==> config.mk <==
export PLATFORM = sky130hd
export DESIGN_NAME = simon_seq_engine_flat
export DESIGN_NICKNAME = d
export VERILOG_FILES = /design/src/rtl/simon_seq_engine_if.sv /design/src/rtl/simon_seq_engine.sv /design/src/flat_wrapper.sv
export SDC_FILE = /design/constraint.sdc
export NUM_CORES = 1
export LEC_CHECK = 0
export BUFFER_PORTS_ARGS = -buffer_cell sky130_fd_sc_hd__buf_2
export CAP_MARGIN = 0
export CORE_ASPECT_RATIO = 0.9
export CORE_MARGIN = 4
export CORE_UTILIZATION = 56
export DETAILED_ROUTE_END_ITERATION = 12
export PLACE_DENSITY = 0.76
export RECOVER_POWER = 50
export SETUP_SLACK_MARGIN = 0.1
export SYNTH_ARGS = -nofsm -noshare
export SYNTH_HDL_FRONTEND = slang
export SYNTH_SLANG_ARGS = --single-unit
==> constraint.sdc <==
create_clock -name clock -period 2.8 [get_ports clock]
set_input_delay 0.28 -clock clock [delete_from_list [all_inputs] [get_ports clock]]
set_output_delay 0.28 -clock clock [all_outputs]
set_load 0.03 [all_outputs]
==> src/rtl/simon_seq_engine_if.sv <==
// simon_seq_engine_if
//   Bundles the player-side controls and the display/status outputs of the
//   Simon sequence engine so they travel as one port.
//
//   There are no valid/ready pairs on this bus. Every control input is a
//   plain level signal. The engine registers each one and acts only on its
//   rising edge, so a held button counts as a single press.
//
//   Signals
//     level     [1:0]  target length select, sampled when a game starts
//     mode             0 = Simon (machine colours), 1 = Build (player colours)
//     start            start request (rising edge)
//     replay           replay the current sequence (rising edge)
//     btn       [3:0]  colour buttons [0]=red [1]=blue [2]=yellow [3]=green
//     led_rgb   [2:0]  active-low {R,G,B} indicator
//     busy             high while a game is running
//     win, lose        end-of-game flags
//     score     [SW-1:0] longest sequence reproduced in the current game
//     state_dbg [3:0]  current FSM state encoding
//
//   Modports
//     master : the player side (drives the controls, watches the outputs)
//     slave  : the engine
interface simon_seq_engine_if #(
    parameter int MAX_LEN = 32
);
    localparam int SW = $clog2(MAX_LEN + 1);

    logic [1:0]    level;
    logic          mode;
    logic          start;
    logic          replay;
    logic [3:0]    btn;
    logic [2:0]    led_rgb;
    logic          busy;
    logic          win;
    logic          lose;
    logic [SW-1:0] score;
    logic [3:0]    state_dbg;

    modport master (
        output level, mode, start, replay, btn,
        input  led_rgb, busy, win, lose, score, state_dbg
    );

    modport slave (
        input  level, mode, start, replay, btn,
        output led_rgb, busy, win, lose, score, state_dbg
    );
endinterface

==> src/rtl/simon_seq_engine.sv <==
// simon_seq_engine
//   Sequence engine for a Simon-style memory game. In Simon mode the engine
//   grows a random colour sequence one colour per round. In Build mode the
//   player appends colours and must reproduce the sequence each time.
//   Playback is a cyan cue followed by each colour lit, with dark gaps
//   between colours.
//
//   Ports
//     clock  : single clock, rising edge
//     reset  : asynchronous active-low reset
//     bus    : simon_seq_engine_if.slave (controls, LED, status, score, state)
module simon_seq_engine #(
    parameter int          MAX_LEN       = 32,
    parameter int          SHOW_TICKS    = 100,
    parameter int          GAP_TICKS     = 50,
    parameter int          TIMEOUT_TICKS = 500000,
    parameter logic [15:0] LFSR_SEED     = 16'hACE1
) (
    input  logic              clock,
    input  logic              reset,
    simon_seq_engine_if.slave bus
);
    localparam int SW     = $clog2(MAX_LEN + 1);
    localparam int AW     = $clog2(MAX_LEN);
    localparam int TMAX_A = (SHOW_TICKS > GAP_TICKS) ? SHOW_TICKS : GAP_TICKS;
    localparam int TMAX   = (TIMEOUT_TICKS > TMAX_A) ? TIMEOUT_TICKS : TMAX_A;
    localparam int TW     = $clog2(TMAX + 1);

    localparam logic [SW-1:0] LEN_MAX = SW'(MAX_LEN);
    localparam logic [SW-1:0] LEN_Q1  = SW'(MAX_LEN / 4);
    localparam logic [SW-1:0] LEN_Q2  = SW'(MAX_LEN / 2);
    localparam logic [SW-1:0] LEN_Q3  = SW'((3 * MAX_LEN) / 4);

    localparam logic [TW-1:0] SHOW_LAST = TW'(SHOW_TICKS - 1);
    localparam logic [TW-1:0] GAP_LAST  = TW'(GAP_TICKS - 1);
    localparam logic [TW-1:0] TMO_LAST  = TW'(TIMEOUT_TICKS - 1);

    localparam logic [2:0] LED_OFF     = 3'b111;
    localparam logic [2:0] LED_CYAN    = 3'b100;
    localparam logic [2:0] LED_MAGENTA = 3'b010;
    localparam logic [2:0] LED_WHITE   = 3'b000;

    typedef enum logic [3:0] {
        S_IDLE    = 4'd0,
        S_CONFIG  = 4'd1,
        S_CUE     = 4'd2,
        S_SHOW    = 4'd3,
        S_GAP     = 4'd4,
        S_WAIT_IN = 4'd5,
        S_CHECK   = 4'd6,
        S_BUILD   = 4'd7,
        S_WIN     = 4'd8,
        S_LOSE    = 4'd9
    } state_t;

    state_t state, state_n;

    // Input registers and one-cycle edge history.
    logic [1:0] level_r;
    logic       mode_r;
    logic       start_r, start_p;
    logic       replay_r, replay_p;
    logic [3:0] btn_r, btn_p;

    logic [15:0]   lfsr;
    logic          mode_q;
    logic [SW-1:0] target;
    logic [SW-1:0] n;
    logic [SW-1:0] idx;
    logic [SW-1:0] score_q;
    logic [TW-1:0] cnt;
    logic [1:0]    press_col;

    logic [1:0] seq [MAX_LEN];
    logic       seq_we;
    logic [AW-1:0] seq_wa;
    logic [1:0] seq_wd;

    logic       start_e, replay_e, any_btn;
    logic [3:0] btn_e;
    logic [1:0] btn_col;
    logic [1:0] cur_col;
    logic [SW-1:0] n_m1;
    logic       last_idx, match, gap_done, show_done, tmo_done, replay_ok;
    logic [SW-1:0] lvl_target;

    always_ff @(posedge clock or negedge reset) begin
        if (!reset) begin
            level_r  <= '0;
            mode_r   <= 1'b0;
            start_r  <= 1'b0;
            start_p  <= 1'b0;
            replay_r <= 1'b0;
            replay_p <= 1'b0;
            btn_r    <= '0;
            btn_p    <= '0;
        end else begin
            level_r  <= bus.level;
            mode_r   <= bus.mode;
            start_r  <= bus.start;
            start_p  <= start_r;
            replay_r <= bus.replay;
            replay_p <= replay_r;
            btn_r    <= bus.btn;
            btn_p    <= btn_r;
        end
    end

    assign start_e  = start_r & ~start_p;
    assign replay_e = replay_r & ~replay_p;
    assign btn_e    = btn_r & ~btn_p;
    assign any_btn  = |btn_e;

    // Simultaneous presses resolve to the lowest button index.
    always_comb begin
        btn_col = 2'd0;
        if (btn_e[0])      btn_col = 2'd0;
        else if (btn_e[1]) btn_col = 2'd1;
        else if (btn_e[2]) btn_col = 2'd2;
        else if (btn_e[3]) btn_col = 2'd3;
    end

    // Free-running Fibonacci LFSR, x^16+x^14+x^13+x^11+1. Only reset clears it,
    // so successive games draw different colours.
    always_ff @(posedge clock or negedge reset) begin
        if (!reset) lfsr <= LFSR_SEED;
        else        lfsr <= {lfsr[14:0], lfsr[15] ^ lfsr[13] ^ lfsr[12] ^ lfsr[10]};
    end

    always_comb begin
        case (level_r)
            2'b00:   lvl_target = LEN_Q1;
            2'b01:   lvl_target = LEN_Q2;
            2'b10:   lvl_target = LEN_Q3;
            default: lvl_target = LEN_MAX;
        endcase
    end

    // idx doubles as the playback pointer and the input-check pointer.
    assign cur_col   = seq[idx[AW-1:0]];
    assign n_m1      = n - SW'(1);
    assign last_idx  = (idx == n_m1);
    assign match     = (press_col == cur_col);
    assign gap_done  = (cnt == GAP_LAST);
    assign show_done = (cnt == SHOW_LAST);
    assign tmo_done  = (cnt == TMO_LAST);
    assign replay_ok = replay_e && (idx == '0);

    // State register.
    always_ff @(posedge clock or negedge reset) begin
        if (!reset) state <= S_IDLE;
        else        state <= state_n;
    end

    // Next-state logic.
    always_comb begin
        state_n = state;
        case (state)
            S_IDLE, S_WIN, S_LOSE: if (start_e) state_n = S_CONFIG;
            S_CONFIG:  state_n = mode_r ? S_BUILD : S_CUE;
            S_CUE:     if (gap_done) state_n = (n == '0) ? S_BUILD : S_SHOW;
            S_SHOW:    if (show_done) state_n = S_GAP;
            S_GAP:     if (gap_done) state_n = last_idx ? S_WAIT_IN : S_SHOW;
            S_WAIT_IN: begin
                if (any_btn)        state_n = S_CHECK;
                else if (replay_ok) state_n = S_CUE;
                else if (tmo_done)  state_n = S_LOSE;
            end
            S_CHECK: begin
                if (!match)            state_n = S_LOSE;
                else if (!last_idx)    state_n = S_WAIT_IN;
                else if (mode_q)       state_n = S_BUILD;
                else if (n == target)  state_n = S_WIN;
                else                   state_n = S_CUE;
            end
            S_BUILD: begin
                if (any_btn)        state_n = (n == LEN_MAX - SW'(1)) ? S_WIN : S_WAIT_IN;
                else if (replay_ok) state_n = S_CUE;
                else if (tmo_done)  state_n = S_LOSE;
            end
            default: state_n = S_IDLE;
        endcase
    end

    // Game datapath: lengths, pointers, tick counter, score.
    always_ff @(posedge clock or negedge reset) begin
        if (!reset) begin
            mode_q    <= 1'b0;
            target    <= '0;
            n         <= '0;
            idx       <= '0;
            score_q   <= '0;
            cnt       <= '0;
            press_col <= '0;
        end else begin
            case (state)
                S_CONFIG: begin
                    mode_q  <= mode_r;
                    target  <= mode_r ? LEN_MAX : lvl_target;
                    n       <= mode_r ? '0 : SW'(1);
                    idx     <= '0;
                    score_q <= '0;
                    cnt     <= '0;
                end
                S_CUE, S_SHOW: begin
                    if ((state == S_CUE && gap_done) || (state == S_SHOW && show_done))
                        cnt <= '0;
                    else
                        cnt <= cnt + TW'(1);
                end
                S_GAP: begin
                    if (gap_done) begin
                        cnt <= '0;
                        idx <= last_idx ? '0 : idx + SW'(1);
                    end else begin
                        cnt <= cnt + TW'(1);
                    end
                end
                S_WAIT_IN: begin
                    if (any_btn) begin
                        press_col <= btn_col;
                        cnt       <= '0;
                    end else if (replay_ok) begin
                        cnt <= '0;
                    end else begin
                        cnt <= cnt + TW'(1);
                    end
                end
                S_CHECK: begin
                    cnt <= '0;
                    if (match) begin
                        if (!last_idx) begin
                            idx <= idx + SW'(1);
                        end else begin
                            score_q <= n;
                            idx     <= '0;
                            if (!mode_q && n != target) n <= n + SW'(1);
                        end
                    end
                end
                S_BUILD: begin
                    if (any_btn) begin
                        n   <= n + SW'(1);
                        idx <= '0;
                        cnt <= '0;
                    end else if (replay_ok) begin
                        cnt <= '0;
                    end else begin
                        cnt <= cnt + TW'(1);
                    end
                end
                default: cnt <= '0;
            endcase
        end
    end

    // Sequence memory write port; index MAX_LEN is never written.
    always_comb begin
        seq_we = 1'b0;
        seq_wa = n[AW-1:0];
        seq_wd = lfsr[1:0];
        case (state)
            S_CONFIG: if (!mode_r) begin
                seq_we = 1'b1;
                seq_wa = '0;
            end
            S_CHECK: if (match && last_idx && !mode_q && n != target && n < LEN_MAX)
                seq_we = 1'b1;
            S_BUILD: if (any_btn && n < LEN_MAX) begin
                seq_we = 1'b1;
                seq_wd = btn_col;
            end
            default: seq_we = 1'b0;
        endcase
    end

    always_ff @(posedge clock) begin
        if (seq_we) seq[seq_wa] <= seq_wd;
    end

    // Outputs.
    always_comb begin
        bus.led_rgb = LED_OFF;
        case (state)
            S_CUE:  bus.led_rgb = LED_CYAN;
            S_SHOW: begin
                case (cur_col)
                    2'd0:    bus.led_rgb = 3'b011;
                    2'd1:    bus.led_rgb = 3'b110;
                    2'd2:    bus.led_rgb = 3'b001;
                    default: bus.led_rgb = 3'b101;
                endcase
            end
            S_WIN:   bus.led_rgb = LED_WHITE;
            S_LOSE:  bus.led_rgb = LED_MAGENTA;
            default: bus.led_rgb = LED_OFF;
        endcase
        bus.busy      = !(state == S_IDLE || state == S_WIN || state == S_LOSE);
        bus.win       = (state == S_WIN);
        bus.lose      = (state == S_LOSE);
        bus.score     = score_q;
        bus.state_dbg = state;
    end
endmodule

==> src/flat_wrapper.sv <==
// flat-port wrapper written by rule: the top's interface ports become plain ports
module simon_seq_engine_flat 
#(
    parameter int          MAX_LEN       = 32,
    parameter int          SHOW_TICKS    = 100,
    parameter int          GAP_TICKS     = 50,
    parameter int          TIMEOUT_TICKS = 500000,
    parameter logic [15:0] LFSR_SEED     = 16'hACE1
)
  (clock, reset, bus_level, bus_mode, bus_start, bus_replay, bus_btn, bus_led_rgb, bus_busy, bus_win, bus_lose, bus_score, bus_state_dbg);
  simon_seq_engine_if #(.MAX_LEN(MAX_LEN)) bus_i ();
  input  logic clock;
  input  logic reset;
  input wire logic [$bits(bus_i.level)-1:0] bus_level;
  input wire logic [$bits(bus_i.mode)-1:0] bus_mode;
  input wire logic [$bits(bus_i.start)-1:0] bus_start;
  input wire logic [$bits(bus_i.replay)-1:0] bus_replay;
  input wire logic [$bits(bus_i.btn)-1:0] bus_btn;
  output wire logic [$bits(bus_i.led_rgb)-1:0] bus_led_rgb;
  output wire logic [$bits(bus_i.busy)-1:0] bus_busy;
  output wire logic [$bits(bus_i.win)-1:0] bus_win;
  output wire logic [$bits(bus_i.lose)-1:0] bus_lose;
  output wire logic [$bits(bus_i.score)-1:0] bus_score;
  output wire logic [$bits(bus_i.state_dbg)-1:0] bus_state_dbg;
  assign bus_i.level = bus_level;
  assign bus_i.mode = bus_mode;
  assign bus_i.start = bus_start;
  assign bus_i.replay = bus_replay;
  assign bus_i.btn = bus_btn;
  assign bus_led_rgb = bus_i.led_rgb;
  assign bus_busy = bus_i.busy;
  assign bus_win = bus_i.win;
  assign bus_lose = bus_i.lose;
  assign bus_score = bus_i.score;
  assign bus_state_dbg = bus_i.state_dbg;
  simon_seq_engine #(.MAX_LEN(MAX_LEN), .SHOW_TICKS(SHOW_TICKS), .GAP_TICKS(GAP_TICKS), .TIMEOUT_TICKS(TIMEOUT_TICKS), .LFSR_SEED(LFSR_SEED)) u_core (.clock(clock), .reset(reset), .bus(bus_i));
endmodule
Word level (Yosys, flattened, before mapping)
Memory sizes are Yosys's and may differ from the RTL's.
Index checks and enable logic that the tools add are counted.
Storage, ports and cells
  register bits after elaboration: 81
  memory bits (writable): 64
  input port bits: 11
  output and inout bits: 16
  word-level logic and storage cells: 146
  memories: 1
Memories
  u_core.seq: depth 32, bits a word 2, rd ports 1, clocked after memory_dff 0, wr ports 1, line simon_seq_engine.sv:74  | logic [1:0] seq [MAX_LEN];
Operators by class
  add/subtract/negate cells: 4
  order comparisons: 1
  equal/unequal tests: 29
  muxes and demuxes: 54
  bitwise gates (word level): 9
  reductions and logical operators: 31
Operators by type and width (number)
  $mux 19: 4
  $mux 6: 11
  $pmux 19 s3: 1
  $mux 4: 13
  $pmux 6 s3: 2
  $pmux 4 s8: 1
  $pmux 6 s4: 1
  $add 19x1->19 const B: 1
  $eq 19x19->1 const B: 1
  $eq 19x6->1 const B: 1
  $eq 19x7->1 const B: 1
  $eq 4x3->1 const B: 4
  $ne 2x1->1 const B: 8
  $add 6x1->6 const B: 2
  $eq 6x6->1: 2
  $logic_not 6->1: 2
  $mux 2: 6
  $pmux 3 s4: 1
  $pmux 6 s2: 1
  $mux 5: 2
  $logic_and 1x1->1: 9
  $mux 3: 3
  $pmux 3 s3: 1
  $eq 4x2->1 const B: 2
  other kinds (30): 48

Logic depth before layout (Yosys ltp)
Gate-level depths: netlist (run 1).
  depth after elaboration: 10
  gate-level depth with buffers: 13
  depth with buffers taken out: 10

Least setup slack after synthesis (run 1)
OpenSTA, ideal clock, no wires.
  kind: reg-to-reg
  from: reg u_core.idx[1]
  to: mem u_core.seq[28][0] (enable)
  setup time: 329 ps
  data arrival time: 2728 ps
  required time: 2471 ps
  path slack: -257 ps
  cell stages (with the launch flop): 13
  path buffers: 3
  period minus slack after synthesis: 3057 ps
  path through: dfrtp_1 buf_4 buf_6 buf_4 mux2i_1 a22oi_1 and3_1 a41oi_1 a21oi_1 nand4b_4 o41ai_4 nor2_1 nor3_1
On the way
  longest elaborated chain between the ends: 10
  elaborated cells between the ends (all ways): 11
  classes of those cells: eq/ne (2); mux (4); reduce/logical (4); memory (1)
RTL lines
  start, declared: line simon_seq_engine.sv:69  | logic [SW-1:0] idx;
  start signal, assigned: line simon_seq_engine.sv:214  | idx <= last_idx ? '0 : idx + SW'(1);
  start signal, assigned: line simon_seq_engine.sv:233  | idx <= idx + SW'(1);
  $mem_v2 32x2
  $eq 2x2->1: line simon_seq_engine.sv:143  | assign match = (press_col == cur_col);
  $logic_and 1x1->1 (*) (4 in series): line simon_seq_engine.sv:267  | S_CHECK: if (match && last_idx && !mode_q && n != target && n < LEN_MAX)
  $mux 1 (*): line simon_seq_engine.sv:267
  $pmux 1 s3 (*): line simon_seq_engine.sv:262  | case (state)
  $mux 1 (*): line simon_seq_engine.sv:278  | if (seq_we) seq[seq_wa] <= seq_wd;
  $mux 1 (not written as such) (*): line simon_seq_engine.sv:278
  end, declared: line simon_seq_engine.sv:74
Mark *: on every way between the ends. The rest lies on a longest branch, timed or not.

Worst setup path in the final report (run 1)
  from: reg u_core.idx[1]
  to: mem u_core.seq[25][1] (enable)
The elaborated chain is that of the path after synthesis.

==> qor_table.md, run 1 <==
| Result | Reported | Unit |
|---|---|---|
| Final critical path time including I/O delays and setup | 2.953 | ns |
| Static Leak | 3.292 | nW |
| Worst-case reg-to-reg path depth | 12 | - |
| Die Footprint | 13,650 | sq um |
| Area added between synthesis and finish | 24.84 | % |
| Share of the yosys chip area belonging to registers | 0.5854 | - |
| EDFF count, synth | 64 | - |
| # IOs | 27 | - |
| Largest net degree at the start of global routing | 79 | - |
| Share of post-route cells with drive strength above 1 | 0.2562 | - |
| Max Transition Viols Final | 79 | - |
| Clock tree buffer depth | 2 | - |
| Final cycle utilization of the critical path | 1.055 | - |
| Register-to-register path setup slack | -0.15 | ns |
| Mapped Area | 6634 | sq um |
| Number of levels in the clock H-tree | 4 | - |
| Residual DRC | 0 | - |
| Post-placement setup slack | -0.09479 | ns |
| Primary flip-flop cell chosen by synthesis mapping | sky130_fd_sc_hd__dfrtp_1 | - |
| Overall power consumption | 0.006785 | W |
| Max_cap viols | 1 | - |
| Worst max-slew margin expressed relative to the limit | -0.2481 | - |
| Core Area | 11,530 | sq um |
| IO Port Bufs | 26 | - |
| Most frequent cells in the layout | sky130_fd_sc_hd__dfrtp_1, sky130_fd_sc_hd__edfxtp_1, sky130_fd_sc_hd__nand2_1, sky130_fd_sc_hd__nor2_1, sky130_fd_sc_hd__buf_4 | - |
| Critical Path Fanout Max | 16 | - |
| Initial Utilization | 0.5755 | - |
| Clock transition time at the flip-flop clock pins of the worst setup and hold paths | 0.06 | ns |
| Number of cells produced by synthesis | 604 | - |
| Syn nets | 622 | - |
| Type of the setup path with the least slack | flop to flop | - |
| DRC violation total after the first TritonRoute iteration | 582 | - |
| Vias | 5,053 | - |
| Endpoint of the worst hold path | u_core.lfsr[3]$_DFF_PN0_ | - |
| Sequential standard cell area | 3885 | sq um |
| Worst endpoint data arrival time | 3.08 | ns |
| R2r endpoint | u_core.seq[25][1]$_DFFE_PP_ | - |
| Buffer type at the clock tree root | sky130_fd_sc_hd__clkbuf_16 | - |
| Horizontal die dimension | 122.7 | um |
| TritonCTS buffer count | 17 | - |
| Antenna fix cells | 0 | - |
| Reg-to-reg critical path startpoint | u_core.idx[1]$_DFFE_PN0P_ | - |
| Final Hold Fails | 0 | - |
| Filler Cell Count | 770 | - |
| Setup repair after global routing missed its margin | yes | - |
| Final Setup Violations | 63 | - |
| Hold path start | u_core.lfsr[2]$_DFF_PN0_ | - |
| Peak supply drop | 0.6357 | mV |
| Area of combinational cells with multiple inputs | 2967 | sq um |
| Grt total ovfl | 0 | - |
| Failing checks | max-capacitance violations, max-slew violations, negative setup slack | - |
| Synth warnings | 0 | - |
| Chip height | 111.3 | um |
| Wire length of the first global-routing pass | 26,120 | um |
| Post-Route Skew | 0.008780 | ns |
| Transition time of the tightest slew-check pin | 1.872 | ns |
| Number of synthesized register bits | 142 | - |
| Final wirelength | 15,890 | um |
| Pwr/cell area | 819.2 | nW/um^2 |
| Number of global-route vias before repair | 5,064 | - |
| DP Wirelength | 10,580 | um |
| Post-DR wirelength/cell | 18.85 | um |
| Commonest non-fill, non-tap cell in the layout | sky130_fd_sc_hd__dfrtp_1 | - |
| Vias per std cell | 5.994 | - |
| Total clock sinks | 142 | - |
| Async set or reset register ratio after synthesis | 0.5493 | - |
| Post-layout worst setup margin | -0.1534 | ns |
| TritonCTS clock tree | yes | - |
| Hold Path Depth | 0 | - |
| Worst setup SP type | flop | - |
| Number of nets at the end of the flow | 692 | - |
| Row cnt | 37 | - |
| Worst hold path type | flop to flop | - |
| Maximum operating frequency | 338.6 | MHz |
| WP data required | 2.92 | ns |
| Number of antenna violations at the first check in global routing | 0 | - |
| Clock latency on the worst-skew pair | 0.43 | ns |
| 1st-pass router iterations | 6 | - |
| RD Place Congestion | 0.9552 | - |
| Number of distinct standard cells referenced by the synthesized netlist | 53 | - |
| Status | finished, violations left | - |
| Global routing usage summed across all routing layers | 0.2490 | - |
| Antenna-violating nets left | 0 | - |
| Average size of a mapped cell | 10.98 | sq um |
| Critical Path End Type | flop | - |
## cell families (layout without fill, tap and decap cells)
group | count (synthesis) | count (layout) | share of synthesized area
AND/OR/NAND/NOR | 236 | 237 | 0.1714
flip-flops | 142 | 142 | 0.5854
AO/OA/AOI/OAI | 100 | 100 | 0.1022
buffers and inverters | 53 | 135 | 0.03319
multiplexers | 36 | 36 | 0.05489
XOR/XNOR | 30 | 30 | 0.03961
adder cells (fa/ha/maj) | 7 | 7 | 0.01320
## where the power goes
| part | internal, W | leakage (nW) | total (W) | switching (W) |
|---|---|---|---|---|
| combinational | 0.000849 | 1.41 | 0.00231 | 0.00146 |
| clock | 0.00124 | 0.263 | 0.00204 | 0.000803 |
| sequential | 0.00231 | 1.62 | 0.00244 | 0.000128 |
| total | 0.00439 | 3.29 | 0.00678 | 0.00239 |
## per-stage QoR
step / std cells / area [sq um] / setup TNS, ns / utilization / hold WS (ns)
after global routing: 843 / 8282 / -9.456 / 0.7184 / 0.3565
final: 843 / 8282 / -5.147 / 0.7184 / 0.3511
after CTS: 841 / 8087 / -0.2624 / 0.7015 / 0.04185
after global placement: 798 / 7274 / 0 / 0.6311 / 0.3370
after detailed placement: 798 / 7274 / -1.325 / 0.6311 / 0.3392
after floorplan: 604 / 6761 / -1.296 / - / -0.01559
## state kept, by name, indices dropped and copies added (netlist names), 2 cells and up
name,flops
u_core.btn_p,4
u_core.btn_r,4
u_core.bus.score,6
u_core.bus.state_dbg,4
u_core.cnt,19
u_core.idx,6
u_core.level_r,2
u_core.lfsr,16
u_core.n,6
u_core.press_col,2
u_core.seq,64
u_core.target,3
## layer usage
metal	track usage	vias up	part of all wire
met4	0.1104	0	0.025
met1	0.3361	2477	0.42
met2	0.3756	219	0.48
met5	0	-	0
met3	0.06888	34	0.076
li1	-	2323	-
## synth_stat cells (3+ instances only)
library cell,count,share of area
sky130_fd_sc_hd__a21o_1,5,0.0057
sky130_fd_sc_hd__a21oi_1,18,0.014
sky130_fd_sc_hd__a22o_1,8,0.011
sky130_fd_sc_hd__a22oi_1,4,0.0045
sky130_fd_sc_hd__a31oi_1,5,0.0047
sky130_fd_sc_hd__a41o_1,3,0.0045
sky130_fd_sc_hd__and2_1,4,0.0038
sky130_fd_sc_hd__and3_1,9,0.0085
sky130_fd_sc_hd__buf_4,3,0.0034
sky130_fd_sc_hd__clkbuf_1,26,0.015
sky130_fd_sc_hd__dfrtp_1,70,0.26
sky130_fd_sc_hd__dfstp_2,8,0.032
sky130_fd_sc_hd__edfxtp_1,64,0.29
sky130_fd_sc_hd__ha_1,7,0.013
sky130_fd_sc_hd__inv_1,19,0.011
sky130_fd_sc_hd__mux2_2,3,0.0051
sky130_fd_sc_hd__mux2i_1,33,0.050
sky130_fd_sc_hd__nand2_1,57,0.032
sky130_fd_sc_hd__nand2b_1,8,0.0075
sky130_fd_sc_hd__nand3_1,23,0.017
sky130_fd_sc_hd__nand4_1,14,0.013
sky130_fd_sc_hd__nor2_1,68,0.038
sky130_fd_sc_hd__nor2b_1,8,0.0075
sky130_fd_sc_hd__nor3_1,16,0.012
sky130_fd_sc_hd__nor4_1,12,0.011
sky130_fd_sc_hd__o21ai_0,29,0.022
sky130_fd_sc_hd__o31ai_1,5,0.0057
sky130_fd_sc_hd__o41ai_1,3,0.0040
sky130_fd_sc_hd__or2_2,6,0.0057
sky130_fd_sc_hd__or3_1,5,0.0047
sky130_fd_sc_hd__xnor2_1,14,0.018
sky130_fd_sc_hd__xor2_1,16,0.021
## what timing repair did
item                                    in CTS  in global routing
hold endpoints to repair                     9                  0
pin swaps                                    2                  9
setup buffers                                1                  2
resized for setup                           49                 39
gates cloned                                 1                  0
hold buffers                                 9                  0
endpoints found under the setup margin      76                114
## worst max-delay path: stages (launching register included)
cell	delay (ns)
sky130_fd_sc_hd__dfrtp_2	0.42
sky130_fd_sc_hd__buf_12	0.19
sky130_fd_sc_hd__mux2i_2	0.27
sky130_fd_sc_hd__a22o_1	0.23
sky130_fd_sc_hd__nor4_2	0.07
sky130_fd_sc_hd__a41oi_2	0.23
sky130_fd_sc_hd__a21oi_1	0.12
sky130_fd_sc_hd__nand4b_4	0.22
sky130_fd_sc_hd__o41ai_4	0.29
sky130_fd_sc_hd__buf_4	0.18
sky130_fd_sc_hd__nand4_1	0.13
sky130_fd_sc_hd__buf_6	0.20
sky130_fd_sc_hd__nor2_2	0.12
## cell type report
class                      instances  area share
clock buffer                      25     0.05620
clock inverter                     7    0.007705
inverter                          19    0.008612
multi-input combinational        410      0.3582
sequential                       142      0.4691
tap                              156     0.02357
timing repair buffer              84     0.07660
## worst max path at each step
stage	startpoint	end	slack, ns	depth (start not counted)
detailed placement	u_core.idx[1]$_DFFE_PN0P_	u_core.seq[1][1]$_DFFE_PP_	-0.09	11
floorplan	u_core.idx[1]$_DFFE_PN0P_	u_core.seq[13][0]$_DFFE_PP_	-0.05	12
global placement	u_core.idx[1]$_DFFE_PN0P_	u_core.seq[2][0]$_DFFE_PP_	0.02	11
global route	u_core.idx[0]$_DFFE_PN0P_	u_core.seq[20][1]$_DFFE_PP_	-0.21	12
finish	u_core.idx[1]$_DFFE_PN0P_	u_core.seq[25][1]$_DFFE_PP_	-0.15	12
CTS	u_core.idx[1]$_DFFE_PN0P_	bus_led_rgb[0]	-0.04	10
(Power assumes the default switching activity.)
==> run 2: changes to the inputs <==
- CAP_MARGIN: 0 -> unset
- REMOVE_ABC_BUFFERS: unset -> 1
==> run 2 against run 1 <==
  * The flow still finishes with violations (max-capacitance violations, max-slew violations, negative setup slack)
  * Count of clock-buffer cells in the layout down 2
  * Power rose by 12%
  * Worst hold slack got worse by 0.0026 ns
  * Sequential cell count unchanged
  * Clock skew down 0.0010 ns
  * Final cell count rose by 2.1%
  * Setup slack got worse by 0.34 ns
  * Via count increased by 5.4%
  * First-iteration DRC count up 36%
  * Critical path depth is 1 higher
  * Largest cell class unchanged
  * Highest routed layer unchanged
==> qor_table.md, run 2 (synthesis gave the netlist of run 1 again) <==
| Result | Reported | Unit |
|---|---|---|
| Initial Utilization | 0.5755 | - |
| Largest net degree at the start of global routing | 79 | - |
| Static Leak | 3.564 | nW |
| TritonCTS buffer count | 17 | - |
| Number of antenna violations at the first check in global routing | 0 | - |
| Max_cap viols | 1 | - |
| Post-layout worst setup margin | -0.4911 | ns |
| Failing checks | max-capacitance violations, max-slew violations, negative setup slack | - |
| Die Footprint | 13,650 | sq um |
| Residual DRC | 0 | - |
| Total Negative Setup Slacks | -27.65 | ns |
| Post-DR wirelength/cell | 20.91 | um |
| Overall power consumption | 0.007610 | W |
| Post-Route Hold Slack | 0.3485 | ns |
| Chip height | 111.3 | um |
| Chain of cells forming the critical path | buf_6, buf_12, buf_4, mux2i_2, a21oi_2, a41o_1, o21ai_2, nand4b_4, o41ai_4, buf_4, nand2_4, nor4_4, buf_4 | - |
| Buffer type at the clock tree root | sky130_fd_sc_hd__clkbuf_16 | - |
| Registers with the highest flip-flop counts | u_core.seq (64), u_core.cnt (19), u_core.lfsr (16) | - |
| Worst path bufs/invs | 5 | - |
| Total clock sinks | 142 | - |
| Row cnt | 37 | - |
| Final wirelength | 18,000 | um |
| Top reg by flops | u_core.seq | - |
| Flip-flop count of the largest register after layout | 64 | - |
| Grt total ovfl | 0 | - |
| Max Transition Viols Final | 79 | - |
| Delay of the slowest cell on the worst path | 0.47 | ns |
| Pwr/cell area | 865.7 | nW/um^2 |
| Final cycle utilization of the critical path | 1.175 | - |
| Vias per std cell | 6.188 | - |
| DP Wirelength | 10,390 | um |
| Wire length of the first global-routing pass | 26,350 | um |
| TritonCTS clock tree | yes | - |
| Most frequent CP cell | sky130_fd_sc_hd__buf_4 | - |
| Cell family contributing the most delay on the critical path | compound AO/OA/AOI/OAI gates | - |
| Clock latency on the worst-skew pair | 0.43 | ns |
| Most frequent cells in the layout | sky130_fd_sc_hd__dfrtp_1, sky130_fd_sc_hd__edfxtp_1, sky130_fd_sc_hd__nand2_1, sky130_fd_sc_hd__buf_4, sky130_fd_sc_hd__nor2_1 | - |
| Transition time of the tightest slew-check pin | 1.903 | ns |
| Share of post-route cells with drive strength above 1 | 0.3035 | - |
| Clock transition time at the flip-flop clock pins of the worst setup and hold paths | 0.06 | ns |
| Antenna fix cells | 0 | - |
| # IOs | 27 | - |
| Peak supply drop | 0.6852 | mV |
| Final critical path time including I/O delays and setup | 3.291 | ns |
| Area added between synthesis and finish | 32.52 | % |
| Worst setup SP type | flop | - |
| Max stage delay cell, worst path | sky130_fd_sc_hd__o41ai_4 | - |
| Setup repair after global routing missed its margin | yes | - |
| 1st-pass router iterations | 5 | - |
| Worst max-slew margin expressed relative to the limit | -0.2687 | - |
| Critical Path End Type | flop | - |
| Filler Cell Count | 674 | - |
| Global routing usage summed across all routing layers | 0.2513 | - |
| Number of global-route vias before repair | 5,178 | - |
| WP data required | 2.95 | ns |
| Antenna-violating nets left | 0 | - |
| Critical Path Fanout Max | 5 | - |
| Final Hold Fails | 0 | - |
| Maximum operating frequency | 303.9 | MHz |
| IO Port Bufs | 26 | - |
| Status | finished, violations left | - |
| Worst hold path type | flop to flop | - |
| Final Setup Violations | 84 | - |
| RD Place Congestion | 0.9365 | - |
| DRC violation total after the first TritonRoute iteration | 791 | - |
| Number of levels in the clock H-tree | 4 | - |
| Number of nets at the end of the flow | 710 | - |
| Horizontal die dimension | 122.7 | um |
| Type of the setup path with the least slack | flop to flop | - |
| Clock tree buffer depth | 2 | - |
| Vias | 5,328 | - |
| Worst endpoint data arrival time | 3.44 | ns |
| Commonest non-fill, non-tap cell in the layout | sky130_fd_sc_hd__dfrtp_1 | - |
| Post-Route Skew | 0.007756 | ns |
| Core Area | 11,530 | sq um |
## run 2: path summary, 6_finish.rpt
kind	startpoint	to	slack, ns	cells after the start
max	u_core.idx[1]$_DFFE_PN0P_	u_core.seq[2][0]$_DFFE_PP_	-0.49	13
min	u_core.lfsr[3]$_DFF_PN0_	u_core.lfsr[4]$_DFF_PN0_	0.35	0
max reg2reg	u_core.idx[1]$_DFFE_PN0P_	u_core.seq[2][0]$_DFFE_PP_	-0.49	13
min reg2reg	u_core.lfsr[3]$_DFF_PN0_	u_core.lfsr[4]$_DFF_PN0_	0.35	0
max in group asynchronous	reset	u_core.idx[1]$_DFFE_PN0P_	1.16	1
min in group asynchronous	reset	u_core.cnt[14]$_DFF_PN0_	0.38	1
## run 2: worst register-to-register path: cells and delay by family, from the launching register on
family                 cells  cell delay, ns
AO/OA/AOI/OAI              4            1.05
multiplexers               1            0.27
flip-flops                 1            0.43
AND/OR/NAND/NOR            3            0.46
buffers and inverters      5            0.80
## run 2: power breakdown
part	internal [W]	switching, W
Clock	0.00166	0.000892
Combinational	0.00102	0.00161
Sequential	0.00231	0.000125
Total	0.00498	0.00263
## run 2: timing repair
item                                    in CTS  in global routing
endpoints found under the hold margin        9                  0
resized for setup                           55                 80
cloned                                       0                  5
endpoints found under the setup margin      82                 88
buffers inserted                             2                  8
hold buffers                                 9                  0
pin swaps                                    5                 41
## run 2: cell type report
cell class	instances	area, sq um	area share
Sequential cell	142	3885	0.4419
Multi-Input combinational cell	409	3072	0.3494
Timing Repair Buffer	103	884.6	0.1006
Clock buffer	23	546.8	0.06220
Tap cell	156	195.2	0.02220
Clock inverter	9	136.4	0.01551
Inverter	19	71.32	0.008113
## run 2: metrics by stage
step	cells	utilization	setup slack (ns)	instance area, sq um
floorplan	570	-	-0.9118	6485
global placement	805	0.6292	-0.2651	7253
detailed placement	805	0.6292	-0.3612	7253
CTS	848	0.7170	-0.1795	8265
global route	861	0.7626	-0.5342	8791
finish	861	0.7626	-0.4911	8791
## run 2: metal layers
| metal | share of wire | track usage | routed length, um | vias up |
|---|---|---|---|---|
| met5 | 0 | 0 | 0 | - |
| li1 | - | - | - | 2358 |
| met3 | 0.090 | 0.05612 | 1616 | 56 |
| met1 | 0.39 | 0.3440 | 7089 | 2602 |
| met2 | 0.48 | 0.3898 | 8723 | 312 |
| met4 | 0.032 | 0.09925 | 575 | 0 |
